File: src/rtl/cdb_arbiter.sv
//==============================================================================
// Module   : cdb_arbiter
// Brief    : Round-robin arbiter granting BUS_CNT common data bus lanes among
//            REQ_CNT execution-unit requesters; lanes broadcast one cycle
//            after the combinational grant. Optional macro CDB_STATS_EN adds
//            grant and stall counters.
// Revision : 1.0 - initial release
//==============================================================================
`default_nettype none

module cdb_arbiter #(
  parameter int XLEN    = 32,
  parameter int REQ_CNT = 4,
  parameter int BUS_CNT = 2,
  parameter int TAG_W   = 6,
  localparam int SRC_W  = $clog2(REQ_CNT)
) (
  input  logic                              clock,
  input  logic                              reset,
  input  logic                              flush,
  input  logic [REQ_CNT-1:0]                req,
  input  logic [REQ_CNT-1:0][XLEN-1:0]      req_data,
  input  logic [REQ_CNT-1:0][TAG_W-1:0]     req_tag,
  output logic [REQ_CNT-1:0]                gnt,
  output logic [BUS_CNT-1:0]                cdb_valid,
  output logic [BUS_CNT-1:0][XLEN-1:0]      cdb_data,
  output logic [BUS_CNT-1:0][TAG_W-1:0]     cdb_tag,
  output logic [BUS_CNT-1:0][SRC_W-1:0]     cdb_src,
  output logic [REQ_CNT-1:0][31:0]          stat_grants,
  output logic [31:0]                       stat_stalls
);

  localparam int             PW     = $clog2(REQ_CNT + 1);
  localparam logic [PW-1:0]  BUS_PW = PW'(BUS_CNT);
  localparam logic [SRC_W:0] REQ_W1 = (SRC_W + 1)'(REQ_CNT);

  logic [SRC_W-1:0]                ptr;
  logic [SRC_W-1:0]                nxt_ptr;
  logic [REQ_CNT-1:0]              rot;
  logic [REQ_CNT-1:0]              gnt_rot;
  logic [BUS_CNT-1:0]              lane_vld;
  logic [BUS_CNT-1:0][SRC_W-1:0]   lane_src;
  logic [BUS_CNT-1:0][XLEN-1:0]    lane_data;
  logic [BUS_CNT-1:0][TAG_W-1:0]   lane_tag;

  // Requests are rotated so that position 0 is the current pointer; the
  // scan then walks constant positions and lanes fill in scan order.
  always_comb begin : grant_select
    logic [PW-1:0]    run;
    logic [SRC_W:0]   pos;
    logic [SRC_W:0]   nxt;
    logic [SRC_W-1:0] last;
    rot      = REQ_CNT'({req, req} >> ptr);
    gnt_rot  = '0;
    lane_vld = '0;
    lane_src = '0;
    run      = '0;
    pos      = '0;
    last     = ptr;
    if (reset && !flush) begin
      for (int off = 0; off < REQ_CNT; off++) begin
        pos = {1'b0, ptr} + (SRC_W + 1)'(off);
        if (pos >= REQ_W1) pos = pos - REQ_W1;
        if (rot[off] && (run < BUS_PW)) begin
          gnt_rot[off] = 1'b1;
          for (int k = 0; k < BUS_CNT; k++) begin
            if (run == PW'(k)) begin
              lane_vld[k] = 1'b1;
              lane_src[k] = pos[SRC_W-1:0];
            end
          end
          last = pos[SRC_W-1:0];
          run  = run + PW'(1);
        end
      end
    end
    gnt = REQ_CNT'(({gnt_rot, gnt_rot} << ptr) >> REQ_CNT);
    nxt = {1'b0, last} + (SRC_W + 1)'(1);
    if (nxt >= REQ_W1) nxt = '0;
    nxt_ptr = (|gnt_rot) ? nxt[SRC_W-1:0] : ptr;
  end

  always_comb begin : lane_mux
    lane_data = '0;
    lane_tag  = '0;
    for (int k = 0; k < BUS_CNT; k++) begin
      for (int j = 0; j < REQ_CNT; j++) begin
        if (lane_src[k] == SRC_W'(j)) begin
          lane_data[k] = req_data[j];
          lane_tag[k]  = req_tag[j];
        end
      end
    end
  end

  // Idle lanes keep their last payload; only the valid bit drops.
  always_ff @(posedge clock or negedge reset) begin
    if (!reset) begin
      ptr       <= '0;
      cdb_valid <= '0;
      cdb_data  <= '0;
      cdb_tag   <= '0;
      cdb_src   <= '0;
    end else begin
      ptr       <= nxt_ptr;
      cdb_valid <= lane_vld;
      for (int k = 0; k < BUS_CNT; k++) begin
        if (lane_vld[k]) begin
          cdb_data[k] <= lane_data[k];
          cdb_tag[k]  <= lane_tag[k];
          cdb_src[k]  <= lane_src[k];
        end
      end
    end
  end

`ifdef CDB_STATS_EN
  logic [REQ_CNT-1:0][31:0] grant_cnt;
  logic [31:0]              stall_cnt;

  always_ff @(posedge clock or negedge reset) begin
    if (!reset) begin
      grant_cnt <= '0;
      stall_cnt <= '0;
    end else begin
      for (int i = 0; i < REQ_CNT; i++) begin
        grant_cnt[i] <= grant_cnt[i] + 32'(gnt[i]);
      end
      if (|(req & ~gnt)) stall_cnt <= stall_cnt + 32'd1;
    end
  end

  assign stat_grants = grant_cnt;
  assign stat_stalls = stall_cnt;
`else
  assign stat_grants = '0;
  assign stat_stalls = '0;
`endif

endmodule

`default_nettype wire

File: config.mk
export PLATFORM = sky130hd
export DESIGN_NAME = cdb_arbiter
export DESIGN_NICKNAME = d
export VERILOG_FILES = /design/src/rtl/cdb_arbiter.sv
export SDC_FILE = /design/constraint.sdc
export NUM_CORES = 1
export LEC_CHECK = 0
export ABC_AREA = 1
export CAP_MARGIN = 20
export CORE_AREA = 2 2 156 158
export DETAILED_ROUTE_END_ITERATION = 10
export DIE_AREA = 0 0 158 160
export PLACE_DENSITY_LB_ADDON = 0.08
export SYNTH_ARGS = -nofsm -noshare
export SYNTH_HDL_FRONTEND = slang
export SYNTH_SLANG_ARGS = --single-unit
File: constraint.sdc
create_clock -name clock -period 3.81 [get_ports clock]
set_input_delay 0.762 -clock clock [delete_from_list [all_inputs] [get_ports clock]]
set_output_delay 0.762 -clock clock [all_outputs]
set_load 0.02 [all_outputs]
Word level (Yosys, flattened, before mapping)
Index checks and enable logic that the tools add are counted.
Storage, ports and cells
  word-level logic and storage cells: 107
  bits in registers: 84
Cells by class
  magnitude comparators: 8
  reduce and logical (&&, ||, !) cells: 11
  shift operators: 2
  add/subtract/negate cells: 10
  eq/ne operators: 9
  multiplexer cells: 59
Operators by type and width (count)
  32-bit 2-to-1 mux: 8
  6-bit 2-to-1 mux: 8
  2-bit 2-to-1 mux: 22
  4-bit 2-to-1 mux: 5
  3-bit 2-to-1 mux: 5
  3-bit >= comparator, second input constant: 4
  1-bit 2-to-1 mux: 11
  3-bit by 1-bit equality test with 1-bit output, second input constant: 3
  3-bit logical NOT: 3
  3-bit by 2-bit < comparator with 1-bit output, second input constant: 3
  2-bit equality test, second input constant: 4
  8-bit by 2-bit left shift with 8-bit output: 1
  8-bit by 2-bit >> shifter with 4-bit output: 1
  2-bit by 1-bit subtractor with 2-bit output, second input constant: 4
  2-bit by 1-bit adder with 3-bit output, second input constant: 2
  2-bit by 2-bit adder with 3-bit output, second input constant: 2
  3-bit by 1-bit adder with 3-bit output, second input constant: 2
  2-bit by 1-bit equality test with 1-bit output, second input constant: 2
  1-bit logical AND: 4
  2-bit logical NOT: 2
  4-bit OR reduction: 1
  2-bit by 3-bit >= comparator with 1-bit output, second input constant: 1
  1-bit logical NOT: 1

Logic depth before layout (Yosys ltp)
  depth in word-level cells: 20
  depth in mapped cells: 23
  gate-level depth less buffers: 19

Worst setup path before layout
No wires, ideal clock.
  path type: input port to output port
  start point: input req[3]
  end point: output gnt[1]
  data required time: 3.048 ns
  stages on the path: 13
  data arrival time: 2.576 ns
  path slack: 0.472 ns
  path through: inv_1 -> nand2_1 -> nand3_1 -> nand2_1 -> inv_1 -> ha_1 -> nand2_1 -> nor2_2 -> nor2_8 -> nand2_1 -> nand2_1 -> o21ai_0 -> o21ai_0
Between the ends
  cells in the longest elaborated chain, start to end: 16
RTL lines
  from (decl): RTL line 21  | input logic [REQ_CNT-1:0] req,
  8-bit by 2-bit >> shifter with 4-bit output *: RTL line 53  | rot = REQ_CNT'({req, req} >> ptr);
  1-bit 2-to-1 mux: RTL line 64  | if (rot[off] && (run < BUS_PW)) begin
  3-bit 2-to-1 mux: RTL line 60  | if (reset && !flush) begin
  3-bit by 2-bit < comparator with 1-bit output: RTL line 64
  1-bit logical AND: RTL line 64
  3-bit 2-to-1 mux: RTL line 64
  3-bit 2-to-1 mux: RTL line 60
  3-bit by 2-bit < comparator with 1-bit output: RTL line 64
  1-bit logical AND: RTL line 64
  3-bit 2-to-1 mux: RTL line 64
  3-bit 2-to-1 mux: RTL line 60
  3-bit by 2-bit < comparator with 1-bit output: RTL line 64
  1-bit logical AND: RTL line 64
  1-bit 2-to-1 mux: RTL line 64
  4-bit 2-to-1 mux *: RTL line 60
  8-bit by 2-bit left shift with 8-bit output *: RTL line 77  | gnt = REQ_CNT'(({gnt_rot, gnt_rot} << ptr) >> REQ_CNT);
  to (decl): RTL line 24  | output logic [REQ_CNT-1:0] gnt,
Mark *: on every way between the ends. The rest lies on a longest branch, timed or not. The select of a mux whose other input is x is not followed.

Final worst setup path
  start point: input req[2]
  end point: output gnt[3]
The elaborated chain is that of the path after synthesis.

==> results.cfg <==
[status]
outcome = complete, no violations

[place]
dp_hpwl_mm = 20.7
port_buffers = 244
place.gp.congestion = 0.887

[drt]
first_pass_iters = 5
wirelength_mm = 29.5
vias = 8759
wl_per_cell_um = 15.2
drc = 0
ant_nets = 0
drt-vias-per-instance = 4.51
drt_iter0_drc = 524

[worst_setup_path]
startpoint = req[2]
path_class = in -> out
critPathMaxFanout = 5
rrSetupSlack_ps = 700
reg2regPathDepth = 20
reg2reg_to = cdb_data[0]
cp.arrival_ps = 2820
cp.required_ps = 3050
endpoint = gnt[3]
r2r-start = ptr[0]
worstSetupStartpointType = input port
crit_path_end_kind = output port

[clock_network]
cts_buffer_depth = 2
cts.sinks = 84
path_clk_slew_ps = 70
worst_skew_pair.late_latency_ps = 360
post_cts_buffers = 0
cts_hold_buf = 0
cts.htree.levels = 3
numCtsBuffers = 9
clockRootBuffer = clkbuf_16
cts_tree = yes

[floorplanning]
rows = 57
fp.coreArea_um2 = 23800
die_area_um2 = 25300
die_w_um = 158
io_pins = 405
fp.dieH_um = 160
start_util_pct = 34.9

[power]
ir_drop_uv = 381
p_leak_nw = 6.12
powerDensity_nw_per_um2 = 767

[final_layout]
final_cell_mix = 509 x nand2_1, 239 x nand3_1, 239 x clkdlybuf4s50_1
area_delta_synth_final_pct = 32.5
final_common_cell = nand2_1
multi_input_area_um2 = 4560
antenna_cells = 0
nNetsFinal = 1781
nFillCells = 2509
seqCellArea_um2 = 2100
final_util_pct = 46.2
drive_gt1_share_pct = 6.05

[synth]
ys.flop_type = dfrtp_1
netlist.area_leader.share_pct = 25.3
seq_area_frac_synth_pct = 25.3
ys_async_sr_fraction_pct = 100
yosysUniqueCellTypes = 28
syn_area_um2 = 8320
syn_inst = 1383
synth_edf_count = 0
synth_area_per_cell_um2 = 6.01
synth_top_cell_by_area = dfrtp_1
ys_top_cells_by_area = dfrtp_1 25%, nand2_1 23%, buf_4 16%
ys_warn_count = 0
yosys_register_bits = 84

[hold_path]
min_path_type = in -> async

[global_route]
grt_max_degree = 55
grt_pass1_wl_mm = 44.2
track_usage_pct = 22.7
antenna_found_initial = 0
gr-total-overflow = 0
first_global_vias = 7837

[sta]
finalSetupTns_ps = 0
relSlewSlack_pct = 45.0
fmax_mhz = 279
setup_viol = 0
hold_violations = 0
slew_viol_final = 0
min_period_ps = 3580
timing.final.crit_share_pct = 93.9
tightest_slew_ps = 826
skew_ps = 9.88

[job]
maxCapViolations = 0
-- layer usage --
layer / wire length (um) / global-route usage (%)
met1: 13500 / 31.4
met2: 13300 / 36.0
met3: 2030 / 4.15
met4: 650 / 6.96
met5: 0 / 0
-- sequential cells by signal, indices dropped and copies added (netlist names) --
| register | count |
|---|---|
| cdb_tag | 12 |
| cdb_src | 4 |
| cdb_data | 64 |
| ptr | 2 |
| cdb_valid | 2 |
-- power breakdown --
part | switching [W] | total [W] | internal, W | leakage, nW
registers | 0.000264 | 0.00157 | 0.00130 | 1.06
logic | 0.00363 | 0.00592 | 0.00229 | 4.91
clock network | 0.000402 | 0.000969 | 0.000567 | 0.151
total | 0.00430 | 0.00845 | 0.00416 | 6.12
-- area by class of cell --
cell class / instances / area share (%)
timing repair buffer: 297 / 27.3
clock buffer: 9 / 2.04
clock inverter: 5 / 0.716
tap: 324 / 3.68
inverter: 169 / 5.80
sequential: 84 / 19.1
multi-input combinational: 1055 / 41.4
-- synth_stat cells, types with 4 or more instances --
cell type	number
nand2_1	510
nand3_1	240
buf_4	173
inv_1	165
dfrtp_1	84
nor2_1	70
buf_2	37
o21ai_0	32
clkbuf_1	12
o21ai_1	11
buf_6	10
ha_1	6
nand2_2	5
nand4_1	4
-- per-stage QoR --
stage / worst slack [ps] / instance area [um^2] / instances / total power, W / hold WS, ps
after floorplan: 472 / 8910 / 1542 / 0.00532 / 466
after global placement: -185 / 10700 / 1929 / 0.00751 / 463
after detailed placement: -255 / 10700 / 1929 / 0.00753 / 464
after CTS: 29.3 / 11000 / 1943 / 0.00852 / 466
after global routing: -10.1 / 11000 / 1943 / 0.00917 / 494
final: 232 / 11000 / 1943 / 0.00845 / 469
-- cell families after synthesis --
| logic type | count (synthesis) | share of synthesized area, % |
|---|---|---|
| AOI/OAI and AO/OA | 45 | 2.78 |
| xor gates and xnor gates | 2 | 0.211 |
| adders and majority gates | 6 | 0.903 |
| buffers and inverters | 403 | 27.5 |
| DFF | 84 | 25.3 |
| other | 1 | 0.0451 |
| and+or+nand+nor | 842 | 43.3 |
-- worst min path at each step --
| stage | from | to | slack [ps] | cells after the start |
|---|---|---|---|---|
| detailed placement | cdb_data[45] | cdb_data[45] | 460 | 2 |
| global route | reset | cdb_tag[1] | 490 | 2 |
| finish | reset | cdb_tag[1] | 470 | 2 |
| global placement | cdb_data[16] | cdb_data[16] | 460 | 2 |
| floorplan | reset | cdb_data[0] | 470 | 0 |
| CTS | reset | cdb_tag[1] | 470 | 2 |
-- timing repair --
item	CTS	global route
gates cloned	0	0
setup endpoints to repair	4	4
resized for setup	4	19
pin swaps	0	1
-- worst max-delay path: stages --
cell             delay, ps
clkdlybuf4s50_1        450
inv_1                   70
nand2_1                 60
nand3_1                100
nand2_1                 90
buf_4                  160
ha_1                   210
inv_1                   90
nand3_2                110
nor2_4                 180
nor2_8                  60
nand2_1                 70
nand2_1                 50
o21ai_1                110
o21ai_1                 80
buf_4                  150
Power figures use the tool's default switching activity.
